`src/rtl/pwm_fade_ctrl_if.sv`:
```
`default_nettype none
// ============================================================================
// Module   : pwm_fade_ctrl_if
// Brief    : Command handshake bundle for the PWM fade ramp sequencer.
// Revision : 1.0 - initial release
// ============================================================================
interface pwm_fade_ctrl_if #(
    parameter int CNT_WIDTH   = 8,
    parameter int DWELL_WIDTH = 16
);
    logic                   cmd_valid;
    logic                   cmd_ready;
    logic [CNT_WIDTH-1:0]   cmd_target;
    logic [CNT_WIDTH-1:0]   cmd_step;
    logic [DWELL_WIDTH-1:0] cmd_dwell;

    modport master (
        output cmd_valid, cmd_target, cmd_step, cmd_dwell,
        input  cmd_ready
    );

    modport slave (
        input  cmd_valid, cmd_target, cmd_step, cmd_dwell,
        output cmd_ready
    );
endinterface
`default_nettype wire

```
`src/rtl/pwm_fade_ctrl.sv`:
```
`default_nettype none
// ============================================================================
// Module   : pwm_fade_ctrl
// Brief    : Steps a PWM compare value toward a commanded target, one step
//            per (dwell+1) PWM periods, updating only on period boundaries.
// Revision : 1.0 - initial release
// ============================================================================
module pwm_fade_ctrl #(
    parameter int CNT_WIDTH   = 8,
    parameter int DWELL_WIDTH = 16
) (
    input  wire                 clk,
    input  wire                 reset,
    pwm_fade_ctrl_if.slave      cmd,
    input  wire                 period_tick,
    input  wire                 abort,
    output logic [CNT_WIDTH-1:0] match,
    output logic                busy,
    output logic                done
);

    typedef enum logic [1:0] {
        S_IDLE = 2'd0,
        S_RAMP = 2'd1,
        S_DONE = 2'd2
    } state_t;

    localparam logic [CNT_WIDTH-1:0]   c_STEP_ONE  = {{(CNT_WIDTH-1){1'b0}}, 1'b1};
    localparam logic [DWELL_WIDTH-1:0] c_DWELL_ONE = {{(DWELL_WIDTH-1){1'b0}}, 1'b1};

    state_t                 r_state;
    state_t                 w_next_state;
    logic [CNT_WIDTH-1:0]   r_match;
    logic [CNT_WIDTH-1:0]   r_target;
    logic [CNT_WIDTH-1:0]   r_step;
    logic [DWELL_WIDTH-1:0] r_dwell;
    logic [DWELL_WIDTH-1:0] r_dwell_cnt;

    logic [CNT_WIDTH-1:0]   w_match_nxt;
    logic [DWELL_WIDTH-1:0] w_dwell_cnt_nxt;
    logic                   w_accept;
    logic                   w_up;
    logic [CNT_WIDTH:0]     w_gap;
    logic [CNT_WIDTH-1:0]   w_stepped;

    assign cmd.cmd_ready = (r_state == S_IDLE) && !abort;
    assign w_accept      = cmd.cmd_valid && cmd.cmd_ready;
    assign match         = r_match;
    assign busy          = (r_state == S_RAMP) || (r_state == S_DONE);
    assign done          = (r_state == S_DONE);

    // Distance is taken one bit wider so the clamp-to-target compare never wraps.
    assign w_up      = r_target > r_match;
    assign w_gap     = w_up ? ({1'b0, r_target} - {1'b0, r_match})
                            : ({1'b0, r_match} - {1'b0, r_target});
    assign w_stepped = (w_gap <= {1'b0, r_step}) ? r_target
                     : (w_up ? (r_match + r_step) : (r_match - r_step));

    always_comb begin
        w_next_state    = r_state;
        w_match_nxt     = r_match;
        w_dwell_cnt_nxt = r_dwell_cnt;
        case (r_state)
            S_IDLE: begin
                if (w_accept) begin
                    w_dwell_cnt_nxt = cmd.cmd_dwell;
                    w_next_state    = (cmd.cmd_target == r_match) ? S_DONE : S_RAMP;
                end
            end
            S_RAMP: begin
                // Abort outranks a coincident tick: no step is taken.
                if (abort) begin
                    w_next_state = S_IDLE;
                end else if (period_tick) begin
                    if (r_dwell_cnt != '0) begin
                        w_dwell_cnt_nxt = r_dwell_cnt - c_DWELL_ONE;
                    end else begin
                        w_dwell_cnt_nxt = r_dwell;
                        w_match_nxt     = w_stepped;
                        if (w_stepped == r_target) begin
                            w_next_state = S_DONE;
                        end
                    end
                end
            end
            S_DONE: begin
                w_next_state = S_IDLE;
            end
            default: begin
                w_next_state = S_IDLE;
            end
        endcase
    end

    always_ff @(posedge clk or negedge reset) begin
        if (!reset) begin
            r_state <= S_IDLE;
        end else begin
            r_state <= w_next_state;
        end
    end

    always_ff @(posedge clk or negedge reset) begin
        if (!reset) begin
            r_match     <= '0;
            r_target    <= '0;
            r_step      <= c_STEP_ONE;
            r_dwell     <= '0;
            r_dwell_cnt <= '0;
        end else begin
            r_match     <= w_match_nxt;
            r_dwell_cnt <= w_dwell_cnt_nxt;
            if (w_accept) begin
                r_target <= cmd.cmd_target;
                r_step   <= (cmd.cmd_step == '0) ? c_STEP_ONE : cmd.cmd_step;
                r_dwell  <= cmd.cmd_dwell;
            end
        end
    end

endmodule
`default_nettype wire
```
`src/flat_wrapper.sv`:
```
// flat-port wrapper written by rule: the top's interface ports become plain ports
module pwm_fade_ctrl_flat 
#(
    parameter int CNT_WIDTH   = 8,
    parameter int DWELL_WIDTH = 16
)
  (clk, reset, period_tick, abort, match, busy, done, cmd_cmd_valid, cmd_cmd_target, cmd_cmd_step, cmd_cmd_dwell, cmd_cmd_ready);
  pwm_fade_ctrl_if #(.CNT_WIDTH(CNT_WIDTH), .DWELL_WIDTH(DWELL_WIDTH)) cmd_i ();
  input  wire clk;
  input  wire reset;
  input  wire period_tick;
  input  wire abort;
  output logic [CNT_WIDTH-1:0] match;
  output logic busy;
  output logic done;
  input wire logic [$bits(cmd_i.cmd_valid)-1:0] cmd_cmd_valid;
  input wire logic [$bits(cmd_i.cmd_target)-1:0] cmd_cmd_target;
  input wire logic [$bits(cmd_i.cmd_step)-1:0] cmd_cmd_step;
  input wire logic [$bits(cmd_i.cmd_dwell)-1:0] cmd_cmd_dwell;
  output wire logic [$bits(cmd_i.cmd_ready)-1:0] cmd_cmd_ready;
  assign cmd_i.cmd_valid = cmd_cmd_valid;
  assign cmd_i.cmd_target = cmd_cmd_target;
  assign cmd_i.cmd_step = cmd_cmd_step;
  assign cmd_i.cmd_dwell = cmd_cmd_dwell;
  assign cmd_cmd_ready = cmd_i.cmd_ready;
  pwm_fade_ctrl #(.CNT_WIDTH(CNT_WIDTH), .DWELL_WIDTH(DWELL_WIDTH)) u_core (.clk(clk), .reset(reset), .cmd(cmd_i), .period_tick(period_tick), .abort(abort), .match(match), .busy(busy), .done(done));
endmodule
```
`config.mk`:
```
export PLATFORM = sky130hd
export DESIGN_NAME = pwm_fade_ctrl_flat
export DESIGN_NICKNAME = d
export VERILOG_FILES = /design/src/rtl/pwm_fade_ctrl_if.sv /design/src/rtl/pwm_fade_ctrl.sv /design/src/flat_wrapper.sv
export SDC_FILE = /design/constraint.sdc
export NUM_CORES = 1
export LEC_CHECK = 0
export ABC_AREA = 1
export ABC_CLOCK_PERIOD_IN_PS = 3300
export CAP_MARGIN = 0
export CORE_MARGIN = 2
export CORE_UTILIZATION = 50
export DETAILED_ROUTE_END_ITERATION = 16
export PLACE_DENSITY = 0.74
export SLEW_MARGIN = 0
export SYNTH_ARGS = -nofsm -noshare
export SYNTH_HDL_FRONTEND = slang
export SYNTH_SLANG_ARGS = --single-unit
```
`constraint.sdc`:
```
create_clock -name clk -period 3.3 [get_ports clk]
set_input_delay 0.825 -clock clk [delete_from_list [all_inputs] [get_ports clk]]
set_output_delay 0.825 -clock clk [all_outputs]
set_load 0.03 [all_outputs]
```
==> results by group, run 1 <==
Route
  – DRT iter0 DRCs: 243
  – Vias per inst: 5.56
  – Wire length per cell after detailed routing: 16.0 um
  – DR vias: 4878
  – WL final: 14000 um
  – Drt pass-1 iters: 4
  – ANT nets after route: 0
  – Number of remaining DRC errors: 0

Setup path
  – CP most frequent cell: nand2_1
  – R2R setup slack: -0.32 ns
  – Worst setup SP type: flip-flop
  – Crit Path Category: reg2reg
  – Slowest CP cell: dfrtp_2
  – Critical path fanouts, max: 5
  – Bufs and invs on worst path: 3
  – Top delay family on crit path: simple AND/OR/NAND/NOR gates
  – Max stage delay on crit path: 0.42 ns
  – CP endpoint kind: flip-flop
  – Critical path required time: 3.58 ns
  – Critical Path AT: 3.90 ns

Logic synthesis
  – Synth warn: 0
  – Count leader, synth: nand2_1
  – FFs w/ async S/R, synth: 100%
  – Post-Synthesis Cells: 638
  – Mapped Avg Cell Area: 7.25 um^2
  – Post-synth cell types: 41
  – Synth top cells by count: nand2_1, inv_1, o21ai_0
  – Yosys reg bits: 58
  – Top cell type by total area after synthesis: dfrtp_1
  – Synth area leaders: dfrtp_1, nand2_1, ha_1
  – Top_reg_cell synth: dfrtp_1
  – Synthesized area: 0.00463 mm^2
  – Post-Syn Nets: 715
  – Seq/Total Area, Yosys: 31.4%
  – Synth top area share: 30.8%
  – Post-synth EDFFs: 0

Clocking
  – CTS clk-pin slew, worst paths: 0.07 ns
  – H-tree Lvls: 3
  – CTS tree: done
  – Hold_buf cts: 0
  – CTS Sinks: 58
  – Inserted Clock Buffers: 9
  – Clk Latency, worst-skew pair: 0.34 ns
  – CTS root buffer: clkbuf_8
  – Max Buffers Root-to-Sink: 2

Floorplanning
  – Starting Density: 50.8%
  – Die H: 100 um
  – Die width: 100 um
  – Io pins: 48
  – Core area: 0.00911 mm^2
  – Die area: 0.0100 mm^2
  – Row cnt: 35

Finish
  – P&R area growth vs syn: 37.8%
  – Diode count: 0
  – Layout net count: 839
  – Layout cells sized above 1: 24.0%

Run
  – Max_cap viols: 0

Global route
  – Vias in the first global route: 4993
  – Initial antenna violation count: 0
  – First-pass GRT wire length: 22800 um
  – Largest net degree at the start of global routing: 43
  – Total Routing Usage GR: 28.5%
  – Total congestion overflow: 0

Timing
  – Min Hold Slack: 0.491 ns
  – Final Hold Fails: 0
  – Fin Clk Skew: 0.00793 ns
  – Unrepaired setup endpoints after global routing: true
  – Max Freq: 276 MHz
  – Max transition margin: 47.7%
  – Final Worst Setup Slack: -0.321 ns
  – Slew Limit Fails: 0
  – Minimum clock period: 3.62 ns
  – Period Utilization, post-route: 110%
  – Tightest Pin Transition: 0.785 ns
  – Final setup fails: 9

Outcome
  – Failing checks: setup timing
  – Outcome: complete, but fails checks

Worst hold path
  – Hold crit path type: reg2reg

Placement
  – IO Port Bufs: 47
  – Dpl hpwl: 10200 um
  – Gp weighted congestion: 0.978
[cell families after synthesis]
logic type / count (synthesis) / share of synthesized area, %
AOI/OAI and AO/OA: 137 / 16.7
xor gates and xnor gates: 24 / 4.54
adders and majority gates: 40 / 11.3
buffers and inverters: 130 / 10.8
DFF: 58 / 31.4
muxes: 11 / 2.65
and+or+nand+nor: 238 / 22.6
[tightest hold or removal path: cells and delay by family (launching register included)]
kind | cells | cell delay [ns]
flops | 1 | 0.35
compound gates | 1 | 0.06
simple gates | 1 | 0.05
[state kept, by name, indices dropped and copies added, names as in the netlist]
name                count
u_core.match            8
u_core.r_dwell_cnt     16
u_core.r_state          2
u_core.r_target         8
u_core.r_dwell         16
u_core.r_step           8
[final cells by class]
type / count / area [um^2]
Tap cell: 111 / 139
Fill cell: 731 / 2730
Sequential cell: 58 / 1460
Clock buffer: 11 / 141
Timing Repair Buffer: 129 / 1120
Clock inverter: 5 / 77.6
Inverter: 111 / 419
Multi-Input combinational cell: 453 / 3020
[per-stage QoR]
| stage | cells | setup TNS [ns] | util, % | instance area (um^2) | setup slack (ns) |
|---|---|---|---|---|---|
| global placement | 845 | -1.80 | 63.6 | 5790 | -0.312 |
| finish | 878 | -1.52 | 70.0 | 6370 | -0.321 |
| detailed placement | 845 | -2.28 | 63.6 | 5790 | -0.389 |
| floorplan | 638 | -0.198 | - | 4760 | -0.0989 |
| global route | 878 | -3.58 | 70.0 | 6370 | -0.566 |
| CTS | 870 | -0.289 | 68.1 | 6200 | -0.135 |
[metal layers]
layer,track usage (%),up-vias,wire length [um]
met2,50.9,157,7280
met1,33.3,2330,5750
met3,4.18,42,554
met5,0,-,0
met4,14.1,0,456
li1,-,2349,-
[final timing paths]
check	from	end	cells past startpoint
worst max-delay path	u_core.match[6]$_DFFE_PN0P_	u_core.r_state[1]$_DFFE_PN0P_	31
worst min-delay path	u_core.r_dwell[5]$_DFFE_PN0P_	u_core.r_dwell[5]$_DFFE_PN0P_	2
worst max register to register	u_core.match[6]$_DFFE_PN0P_	u_core.r_state[1]$_DFFE_PN0P_	31
worst min register to register	u_core.r_dwell[5]$_DFFE_PN0P_	u_core.r_dwell[5]$_DFFE_PN0P_	2
max in group asynchronous	reset	u_core.match[1]$_DFFE_PN0P_	2
min in group asynchronous	reset	u_core.r_target[4]$_DFFE_PN0P_	1
[layout by cell type (no fill, tap or decap), types with 5 or more instances in the layout]
cell type / instances
o21ai_0: 47
clkdlybuf4s50_1: 46
clkbuf_8: 10
buf_4: 77
nor4_1: 5
nand2_1: 110
nand4_1: 13
a21oi_1: 41
dfrtp_1: 50
a31oi_1: 7
nand3_1: 25
o211ai_1: 6
nand2_4: 9
inv_2: 9
nor3_1: 8
nand3_2: 5
nor2_1: 39
inv_1: 101
a22oi_1: 9
xor2_1: 18
mux2_2: 10
o21ai_1: 8
ha_4: 9
dfrtp_2: 7
nand2_2: 14
ha_1: 27
[what timing repair did]
item | CTS | global route
pin swaps | 18 | 24
setup endpoints to repair | 10 | 10
gates resized for setup | 32 | 31
gates cloned | 3 | 0
setup buffers | 6 | 8
Power of run 1 is left out: the tool's default activity adds up to more than one toggle a clock period on the data nets, which glitch-free logic cannot reach.
==> run 2: changes to the inputs <==
CORE_MARGIN = 8   (was 2)
TNS_END_PERCENT = 5   (was default)
==> run 2 against run 1 <==
The run still ends with setup timing left. Final area down 1.1%. Sequential share of layout area up 0.25 points. Clock skew up 0.0086 ns. Critical path type unchanged. Largest cell class unchanged.
==> results by group, run 2 (synthesis results as in run 1) <==
Timing
  – Unrepaired setup endpoints after global routing: true
  – Minimum clock period: 3.58 ns
  – Max Freq: 279 MHz
  – Tightest Pin Transition: 0.982 ns
  – Fin Clk Skew: 0.0166 ns
  – Min Hold Slack: 0.493 ns
  – Final setup fails: 10
  – Period Utilization, post-route: 108%
  – Slew Limit Fails: 0
  – Final Worst Setup Slack: -0.280 ns
  – Final Hold Fails: 0
  – Max transition margin: 34.5%

Placement
  – Gp weighted congestion: 0.953
  – DP Area: 0.00579 mm^2
  – Dpl ws: -0.392 ns
  – Dpl hpwl: 11000 um
  – IO Port Bufs: 47

Route
  – WL final: 14700 um
  – Vias per inst: 5.50
  – Wire length per cell after detailed routing: 16.6 um
  – Drt pass-1 iters: 5
  – Number of remaining DRC errors: 0
  – ANT nets after route: 0
  – DR vias: 4845
  – DRT iter0 DRCs: 323

Floorplanning
  – Die area: 0.0126 mm^2
  – Die H: 112 um
  – Core area: 0.00911 mm^2
  – Die width: 112 um
  – Starting Density: 50.8%
  – Row cnt: 35
  – Io pins: 48

Global route
  – GRT met3 Usage: 3.60%
  – Met1 Track Usage GR: 25.7%
  – Initial antenna violation count: 0
  – GRT met2 Usage: 41.2%
  – Global-route layer with the greatest usage: met2
  – Largest net degree at the start of global routing: 44
  – Vias in the first global route: 4849
  – First-pass GRT wire length: 23200 um
  – Total congestion overflow: 0
  – Total Routing Usage GR: 22.9%

Setup path
  – Critical path fanouts, max: 6
  – Crit Path Category: reg2reg
  – RR Startpoint: u_core.match[3]$_DFFE_PN0P_
  – Reg-to-reg critical path endpoint: u_core.r_state[0]$_DFFE_PN0P_
  – Max stage delay on crit path: 0.43 ns
  – Bufs and invs on worst path: 4
  – Top delay family on crit path: simple AND/OR/NAND/NOR gates
  – Critical Path AT: 3.87 ns
  – Crit path depth: 27
  – Worst setup SP type: flip-flop
  – CP most frequent cell: nand2_1
  – R2R setup slack: -0.28 ns
  – R2R cell count: 27
  – Critical path required time: 3.60 ns
  – Slowest CP cell: dfrtp_2
  – CP endpoint kind: flip-flop

Clocking
  – CTS tree: done
  – Max Buffers Root-to-Sink: 2
  – CTS Sinks: 58
  – Clk Latency, worst-skew pair: 0.36 ns
  – H-tree Lvls: 3
  – Inserted Clock Buffers: 9
  – CTS clk-pin slew, worst paths: 0.08 ns
  – CTS root buffer: clkbuf_8

Worst hold path
  – Hold Path Depth: 2
  – Hold crit path type: reg2reg
  – Hold EP: u_core.r_dwell[1]$_DFFE_PN0P_
  – Hold_sp: u_core.r_dwell[1]$_DFFE_PN0P_

Outcome
  – Outcome: complete, but fails checks
  – Failing checks: setup timing

Finish
  – Layout net count: 842
  – Layout cells sized above 1: 24.9%
  – P&R area growth vs syn: 36.3%
  – Design Area, Final: 0.00631 mm^2
  – Commonest non-fill, non-tap cell in the layout: nand2_1
  – Diode count: 0
  – Commonest cells after routing, fill and taps aside: nand2_1, inv_1, buf_4, dfrtp_1, clkdlybuf4s50_1
  – Top flop regs: u_core.r_dwell: 16 flops, u_core.r_dwell_cnt: 16 flops

Run
  – Max_cap viols: 0
-- run 2: worst max-delay path by stage --
| stage | start | endpoint | slack (ns) |
|---|---|---|---|
| after floorplan | u_core.match[3]$_DFFE_PN0P_ | u_core.r_state[0]$_DFFE_PN0P_ | -0.12 |
| after global placement | u_core.match[6]$_DFFE_PN0P_ | u_core.match[4]$_DFFE_PN0P_ | -0.31 |
| after detailed placement | u_core.match[6]$_DFFE_PN0P_ | u_core.r_state[0]$_DFFE_PN0P_ | -0.39 |
| after CTS | u_core.r_target[6]$_DFFE_PN0P_ | u_core.r_state[0]$_DFFE_PN0P_ | -0.24 |
| after global routing | u_core.r_target[4]$_DFFE_PN0P_ | u_core.r_state[0]$_DFFE_PN0P_ | -0.48 |
| final | u_core.match[3]$_DFFE_PN0P_ | u_core.r_state[0]$_DFFE_PN0P_ | -0.28 |
-- run 2: final cells by class --
cell class,count,area (um^2)
clock buffers,10,128
clock inverters,6,35.0
fillers,759,2800
inverters,111,427
multi-input cells,451,2980
flip-flops and latches,58,1460
well taps,111,139
repair buffers,134,1140
-- run 2: routing by layer --
metal / up-vias / part of all wire [%]
met5: - / 0
met4: 0 / 3.7
met3: 40 / 5.1
met2: 165 / 51
met1: 2283 / 40
li1: 2357 / -
-- run 2: worst reg2reg max path, cell delays in order, from the launching register on --
cell and delay [ns]:
dfrtp_2 0.43, inv_2 0.09, ha_4 0.22, buf_4 0.17, a21oi_1 0.23, nand2_1 0.13
o21ai_2 0.22, xor2_1 0.18, inv_1 0.06, ha_1 0.30, nand2_2 0.10, nor2_4 0.04
nand2_2 0.06, nand3_2 0.07, nand2_1 0.07, nand2_1 0.05, nand2_1 0.05, nand2_1 0.06
nand2_2 0.13, nand2_4 0.10, buf_6 0.15, nand3b_1 0.08, nand4_1 0.11, nor2_2 0.14
nand3_2 0.11, nand2_2 0.10, nand2_2 0.04, nand2_1 0.05
-- run 2: through the flow --
step	TNS [ns]	utilization, %	instances
floorplan	-0.267	-	638
global placement	-2.50	63.6	850
detailed placement	-3.28	63.6	850
CTS	-1.10	66.4	873
global route	-3.31	69.2	881
finish	-1.54	69.2	881
-- run 2: timing repair --
action | CTS | global route
pin swaps | 11 | 42
buffers inserted | 5 | 8
resized for setup | 16 | 64
hold buffers | 0 | 0
gates cloned | 2 | 0
endpoints found under the setup margin | 10 | 10
Power of run 2 is left out for the same reason.
==> run 3: changes to the inputs <==
ABC_CLOCK_PERIOD_IN_PS = default   (was 3300)
==> results of run 3 <==
Same layout as run 2: the final DEF is identical, and so are final timing and power.
Power of run 3 is left out for the same reason.
